--- src/rtl/acc_cpu_core.sv ---
// acc_cpu_core: parametrised two-cycle accumulator CPU with loadable program memory
module acc_cpu_core #(
   parameter int DATA_W = 8,
   parameter int ADDR_W = 4,
   parameter int NREG   = 4
) (
   input  logic              clk,
   input  logic              rst,
   input  logic              run,
   input  logic              prog_we,
   input  logic [ADDR_W-1:0] prog_addr,
   input  logic [DATA_W+3:0] prog_data,
   input  logic [DATA_W-1:0] in_data,
   output logic [DATA_W-1:0] out_data,
   output logic              out_valid,
   output logic              halted,
   output logic [ADDR_W-1:0] pc
);
   localparam int RW = $clog2(NREG);
   typedef enum logic [1:0] {IDLE, FETCH, EXEC, HALT} state_t;
   state_t state, state_n;
   logic [DATA_W+3:0] mem [2**ADDR_W];
   logic [DATA_W+3:0] ir;
   logic [DATA_W-1:0] regs [NREG];
   logic [DATA_W-1:0] acc, acc_n, rv, opnd;
   logic [3:0] op;
   logic [RW-1:0] ridx;
   logic [ADDR_W-1:0] pc_n;
   logic z, c, z_n, c_n, acc_wr;
   assign op = ir[DATA_W+3:DATA_W];
   assign opnd = ir[DATA_W-1:0];
   assign ridx = opnd[RW-1:0];
   assign rv = regs[ridx];
   assign halted = state == HALT;
   always_comb begin
      state_n = state;
      case (state)
         IDLE:    state_n = run ? FETCH : IDLE;
         FETCH:   state_n = EXEC;
         EXEC:    state_n = op == 4'hF ? HALT : run ? FETCH : IDLE;
         default: state_n = run ? HALT : IDLE;
      endcase
   end
   // acc_wr marks ops whose result drives Z; acc_n equals acc for all others
   always_comb begin
      acc_n = acc;
      c_n = c;
      acc_wr = 1'b1;
      pc_n = pc + 1'b1;
      case (op)
         4'h1: acc_n = opnd;
         4'h2: {c_n, acc_n} = {1'b0, acc} + {1'b0, opnd};
         4'h3: {c_n, acc_n} = {1'b0, acc} - {1'b0, opnd};
         4'h4: {c_n, acc_n} = {1'b0, acc} + {1'b0, rv};
         4'h5: {c_n, acc_n} = {1'b0, acc} - {1'b0, rv};
         4'h6: acc_n = acc & rv;
         4'h7: acc_n = acc | rv;
         4'h8: acc_n = acc ^ rv;
         4'hA: acc_n = rv;
         4'hB: if (opnd[0]) {acc_n, c_n} = {1'b0, acc}; else {c_n, acc_n} = {acc, 1'b0};
         4'hC: begin
            acc_wr = 1'b0;
            pc_n = opnd[ADDR_W-1:0];
         end
         4'hD: begin
            acc_wr = 1'b0;
            if (z) pc_n = opnd[ADDR_W-1:0];
         end
         4'hE: begin
            acc_wr = opnd[0];
            if (opnd[0]) acc_n = in_data;
         end
         4'hF: begin
            acc_wr = 1'b0;
            pc_n = pc;
         end
         default: acc_wr = 1'b0;
      endcase
      z_n = acc_wr ? acc_n == '0 : z;
   end
   always_ff @(posedge clk)
      if (prog_we && (state == IDLE || state == HALT)) mem[prog_addr] <= prog_data;
   always_ff @(posedge clk) begin
      if (rst) begin
         state <= IDLE;
         pc <= '0;
         acc <= '0;
         z <= 1'b0;
         c <= 1'b0;
         ir <= '0;
         out_data <= '0;
         out_valid <= 1'b0;
         for (int i = 0; i < NREG; i++) regs[i] <= '0;
      end else begin
         state <= state_n;
         out_valid <= 1'b0;
         if (state == FETCH) ir <= mem[pc];
         if (state == EXEC) begin
            acc <= acc_n;
            z <= z_n;
            c <= c_n;
            pc <= pc_n;
            if (op == 4'h9) regs[ridx] <= acc;
            if (op == 4'hE && !opnd[0]) begin
               out_data <= acc;
               out_valid <= 1'b1;
            end
         end
         if (state == HALT && !run) pc <= '0;
      end
   end
endmodule

--- config.mk ---
export PLATFORM = sky130hd
export DESIGN_NAME = acc_cpu_core
export DESIGN_NICKNAME = d
export VERILOG_FILES = /design/src/rtl/acc_cpu_core.sv
export SDC_FILE = /design/constraint.sdc
export NUM_CORES = 1
export LEC_CHECK = 0
export BUFFER_PORTS_ARGS = -buffer_cell sky130_fd_sc_hd__buf_2
export CAP_MARGIN = 20
export CORE_MARGIN = 2
export CORE_UTILIZATION = 62
export CTS_BUF_LIST = sky130_fd_sc_hd__clkbuf_16
export DETAILED_ROUTE_END_ITERATION = 12
export HOLD_SLACK_MARGIN = 0.02
export PLACE_DENSITY = 0.78
export SYNTH_ARGS = -nofsm -noshare
export SYNTH_HDL_FRONTEND = slang
export SYNTH_SLANG_ARGS = --single-unit
export TNS_END_PERCENT = 1
--- constraint.sdc ---
create_clock -name clk -period 4.5 [get_ports clk]
set_input_delay 0.225 -clock clk [delete_from_list [all_inputs] [get_ports clk]]
set_output_delay 0.225 -clock clk [all_outputs]
set_load 0.05 [all_outputs]
Word-level counts from Yosys, hierarchy flattened
Memories as Yosys holds them, arrays and structs flattened. A register that Yosys moved wholly into a read port is not among the register bits.
Index checks and enable logic that the tools add are counted.
{"block": "op_classes", "addsub": 5, "n_mul": 0, "div": 0, "n_lt_le_gt_ge": 0, "n_eq_ne": 18, "shift": 0, "n_mux": 22, "bitwise_logic": 5, "n_reduce_logical": 15}
{"op": "case mux 8 bit (11 select lines)", "count": 1}
{"op": "== test 4 bit (second input constant)", "count": 8}
{"op": "two-way mux 8 bit", "count": 3}
{"op": "adder 8 bit", "count": 2}
{"op": "== test 4 x 3 -> 1 bit (second input constant)", "count": 4}
{"op": "subtractor 8 bit", "count": 2}
{"op": "case mux 4 bit (3 select lines)", "count": 1}
{"op": "two-way mux 1 bit", "count": 11}
{"op": "OR reduction 10 bit", "count": 1}
{"op": "AND 8 bit", "count": 1}
{"op": "== test 4 x 2 -> 1 bit (second input constant)", "count": 2}
{"op": "zero test 8 bit", "count": 1}
{"op": "OR 8 bit", "count": 1}
{"op": "OR reduction 8 bit", "count": 1}
{"op": "bitwise XOR 8 bit", "count": 1}
{"op": "two-way mux 2 bit", "count": 3}
{"op": "case mux 2 bit (3 select lines)", "count": 1}
{"op": "AND reduction 2 bit", "count": 3}
{"op": "adder 4 x 1 -> 4 bit (second input constant)", "count": 1}
{"op": "== test 2 bit (second input constant)", "count": 2}
{"op": "== test 4 x 1 -> 1 bit (second input constant)", "count": 1}
{"op": "two-way mux 4 bit", "count": 1}
{"op": "OR reduction 2 bit", "count": 2}
{"op": "logical AND 1 bit", "count": 3}
{"op": "other kinds (6)", "count": 8}
{"block": "totals", "register_bits": 24, "latchBits": 0, "ram_bits": 224, "mem_bits_ro": 0, "in_bits": 28, "output_inout_bits": 14, "wordCells": 73, "memories": 2}
{"memory": "mem", "words": 16, "width": 12, "rd": 1, "rd_clocked_by_memory_dff": 1, "write_ports": 1, "line": "22", "rtl": "logic [DATA_W+3:0] mem [2**ADDR_W];"}
{"memory": "regs", "words": 4, "width": 8, "rd": 1, "rd_clocked_by_memory_dff": 0, "write_ports": 4, "line": "24", "rtl": "logic [DATA_W-1:0] regs [NREG];"}

Depth between registers and ports, before layout
{"block": "logic_depth", "ltp_word": 7, "ltp_mapped": 17, "ltp_nobuf": 16}

Worst setup path before layout
No wires, ideal clock.
{"block": "synth_timing", "path_type": "register to register", "from": "reg ir[1], read port of mem", "to": "reg acc[5]", "arrival_time_ps": 3279, "required_time_ps": 4372, "path_slack_ps": 1093, "path_stages_with_launch": 18, "period_less_slack_ps": 3407, "path_cell_list": "dfxtp_1 -> clkbuf_1 -> mux4_1 -> inv_1 -> ha_1 -> or3_1 -> a21oi_1 -> a21oi_1 -> o22ai_1 -> ha_1 -> o21a_1 -> o31a_1 -> o22ai_1 -> mux2i_1 -> o211ai_1 -> a21oi_1 -> mux2_2 -> nor2_1"}
{"block": "synth_via", "elab_chain_cells": 3, "elab_cells_between_ends": 9, "cone_classes": "add/sub: 4; mux: 1; bitwise: 3; memory: 1"}
{"item": "start: declaration", "line": "23", "rtl": "logic [DATA_W+3:0] ir;"}
{"item": "memory (4 x 8 bit)"}
{"item": "subtractor 8 bit (tied with other cells)", "line": "55", "rtl": "4'h5: {c_n, acc_n} = {1'b0, acc} - {1'b0, rv};"}
{"item": "case mux 8 bit (11 select lines) *", "line": "50", "rtl": "case (op)"}
{"item": "end signal: assignment", "line": "99", "rtl": "acc <= acc_n;"}
{"item": "end: declaration", "line": "25", "rtl": "logic [DATA_W-1:0] acc, acc_n, rv, opnd;"}
Mark *: on every way between the ends. The rest lies on a longest branch, timed or not.
A chain may end at the register's enable or synchronous reset.

Worst setup path after layout
{"block": "layout_timing", "from": "reg ir[0], read port of mem", "to": "reg z"}
{"block": "layout_via", "elab_chain_cells": 4, "elab_cells_between_ends": 14, "cone_classes": "add/sub: 4; mux: 4; bitwise: 3; reduce/logical: 2; memory: 1"}
{"item": "memory (4 x 8 bit)"}
{"item": "subtractor 8 bit (tied with other cells)", "line": "55"}
{"item": "case mux 8 bit (11 select lines)", "line": "50"}
{"item": "zero test 8 bit", "line": "79", "rtl": "z_n = acc_wr ? acc_n == '0 : z;"}
{"item": "end signal: assignment", "line": "100", "rtl": "z <= z_n;"}
{"item": "end: declaration", "line": "29", "rtl": "logic z, c, z_n, c_n, acc_wr;"}
Parallel ways exist; a longest one is shown, timed or not.

==> impl_metrics.yaml <==
worst_setup_path:
  critPathCaptureType: "flop"
  crit_arrival_ns: 4.49
  cp_slowest_stage_delay_ns: 0.71
  worstPathCellList: "mux4_1, nor3_1, nor2_1, xnor2_1, a21oi_1, ha_1, o21a_1, o31a_1, a211oi_1, nor4_1, nand4_1, nor4_1, o2111ai_1, nand3_1"
  worst-setup-path-type: "reg -> reg"
  cp_slowest_cell: "mux4_1"
  critPathMaxFanout: 7
  cpMostUsedCell: "nor4_1"
  critPathBufInv: 0
  startpoint_type: "flop"
  crit_required_ns: 4.99
  critPathTopFamily: "simple AND/OR/NAND/NOR gates"
global_routing:
  grt_max_degree: 54
  grt.overflow.total: 0
  antenna_found_initial: 0
  grt_util_all_layers_pct: 34.1
  grt_pass1_wl_mm: 50.3
  grt_pass1_vias: 7878
cells_and_area:
  final_cell_mix: "224 x edfxtp_1, 66 x mux4_2, 65 x nor2_1"
  fin_nets: 931
  fillers: 1146
  utilization_pct: 71.6
  drive_above_1_share_pct: 23.0
  final_common_cell: "edfxtp_1"
  num_antenna_cells: 0
  syn_to_final_growth_pct: 12.5
power:
  p_leak_nw: 4.55
  p_per_area_nw_per_um2: 396
  power_mw: 5.33
  vdd_drop_max_uv: 436
placed_design:
  place.gp.congestion: 0.920
  port_buffers: 41
  dp_hpwl_mm: 21.6
  pre_cts_ws_ns: 0.573
cts:
  htree_levels: 1
  path_clk_slew_ns: 0.06
  cts_buffers: 27
  insertion_delay_ns: 0.56
  cts_root_buf: "clkbuf_16"
  cts_tree: "yes"
  ctsResizeCount: 0
  cts_sinks: 260
  clock_path_buffers: 3
drt:
  viasPerCell: 6.81
  first_pass_iters: 7
  drt-initial-drc-count: 945
  num_vias: 7853
  ant_nets: 0
  drc: 0
  wl_per_cell_um: 29.2
  drt_wl_total_mm: 33.7
synth:
  synth_area_um2: 12000
  ys_ff_latch: 260
  ys_async_sr_fraction_pct: 0
  ys_seq_area_share_pct: 62.1
  ys_warn_count: 0
  yosysUniqueCellTypes: 69
  synth.avg_cell_area_um2: 14.8
  netlist_instances: 810
  ys.flop_type: "edfxtp_1"
  syn_nets: 869
  synth_edf_count: 224
floorplanning:
  core_um2: 18800
  die_h_um: 143
  num_rows: 50
  die_w_um: 143
  ios: 42
  die_area_um2: 20500
  start_util_pct: 63.7
status:
  status: "finished clean"
timing:
  tightest_slew_ns: 1.04
  rsz0062_at_grt: "no"
  final.period_utilization_pct: 88.8
  fin_crit_ns: 4.00
  finalClockSkew_ns: 0.0132
  relSlewSlack_pct: 28.7
  final.setup.tns_ns: 0
  max_freq_mhz: 250
  setup_viol: 0
  hold_viol_final: 0
  drv_slew: 0
  layout_setup_ws_ns: 0.504
  holdWs_ns: 0.0432
worst_hold_path:
  worstHoldPathType: "in -> reg"
run:
  drv_cap: 0
layout make-up:
| cell class | instances | area (um^2) | area share, % |
|---|---|---|---|
| clock buffers | 27 | 676 | 5.01 |
| repair buffers | 82 | 533 | 3.95 |
| well taps | 260 | 325 | 2.41 |
| clock inverters | 23 | 131 | 0.974 |
| multi-input cells | 472 | 4260 | 31.6 |
| flip-flops and latches | 260 | 7450 | 55.3 |
| inverters | 29 | 109 | 0.807 |
through the flow:
step,std cells,instance area (um^2)
after floorplan,810,12000
after global placement,1099,12600
after detailed placement,1099,12600
after CTS,1150,13400
after global routing,1153,13500
final,1153,13500
synthesized netlist by cell type (all sizes together), types with 3 or more instances:
| cell type | count | area share [%] |
|---|---|---|
| a221oi | 5 | 0.37 |
| o2111ai | 3 | 0.22 |
| nand3b | 3 | 0.19 |
| nor4 | 16 | 0.84 |
| dfxtp | 36 | 6.0 |
| or2 | 4 | 0.21 |
| o22ai | 11 | 0.57 |
| buf | 14 | 0.59 |
| mux2i | 31 | 2.6 |
| a211oi | 6 | 0.38 |
| o21ai | 25 | 1.0 |
| nand3 | 13 | 0.54 |
| and3 | 9 | 0.47 |
| nand2b | 7 | 0.37 |
| nand4 | 3 | 0.16 |
| xnor2 | 6 | 0.44 |
| o211ai | 3 | 0.19 |
| a31oi | 4 | 0.21 |
| mux4 | 68 | 13 |
| and2 | 11 | 0.57 |
| inv | 28 | 0.88 |
| clkbuf | 35 | 1.1 |
| nor2b | 8 | 0.42 |
| a21o | 3 | 0.19 |
| a221o | 3 | 0.25 |
| nor2 | 69 | 2.2 |
| o31ai | 6 | 0.38 |
| edfxtp | 224 | 56 |
| xor2 | 3 | 0.22 |
| a22oi | 5 | 0.31 |
| nand4b | 4 | 0.29 |
| a21oi | 27 | 1.2 |
| nand2 | 30 | 0.94 |
| nor3 | 21 | 0.92 |
| a211o | 3 | 0.22 |
| ha | 30 | 3.1 |
sequential cells by signal (all words and copies together), names as in the netlist:
signal / cells
pc: 4
regs: 32
ir: 12
out_data: 8
z: 1
mem: 192
state: 2
acc: 8
out_valid: 1
power by group:
| group | switching, mW | internal (mW) |
|---|---|---|
| combinational | 0.338 | 0.227 |
| clock | 0.962 | 1.10 |
| sequential | 0.0448 | 2.66 |
| total | 1.34 | 3.99 |
final timing paths:
check	end	cells past startpoint	from	slack (ns)
worst max-delay path	z$_SDFFE_PP0P_	14	ir[0]$_SDFFE_PP0N_	0.50
worst min-delay path	mem[8][3]$_DFFE_PP_	1	prog_data[3]	0.04
worst max register to register	z$_SDFFE_PP0P_	14	ir[0]$_SDFFE_PP0N_	0.50
worst min register to register	out_data[2]$_SDFFE_PP0P_	2	out_data[2]$_SDFFE_PP0P_	0.50
layer usage:
| metal | global-route usage, % | share of wire, % | vias up |
|---|---|---|---|
| met5 | 0 | 0 | - |
| met4 | 15.8 | 5.1 | 0 |
| met3 | 5.73 | 7.5 | 118 |
| met2 | 59.5 | 52 | 475 |
| met1 | 41.8 | 35 | 3927 |
| li1 | - | - | 3333 |
what timing repair did:
action / 4_1_cts / 5_1_grt
setup endpoints to repair: 0 / 0
hold buffers: 1 / 0
endpoints found under the hold margin: 1 / 0
setup buffers: 0 / 0
cell families (layout without fill, tap and decap cells):
| kind of cell | after synthesis | after routing | share of synthesized area (%) |
|---|---|---|---|
| DFF | 260 | 260 | 62.1 |
| and+or+nand+nor | 211 | 211 | 9.03 |
| AOI/OAI and AO/OA | 120 | 120 | 6.67 |
| muxes | 101 | 101 | 15.6 |
| buffers and inverters | 78 | 161 | 2.60 |
| adders and majority gates | 31 | 31 | 3.30 |
| xor gates and xnor gates | 9 | 9 | 0.658 |
Power figures use the tool's default switching activity.
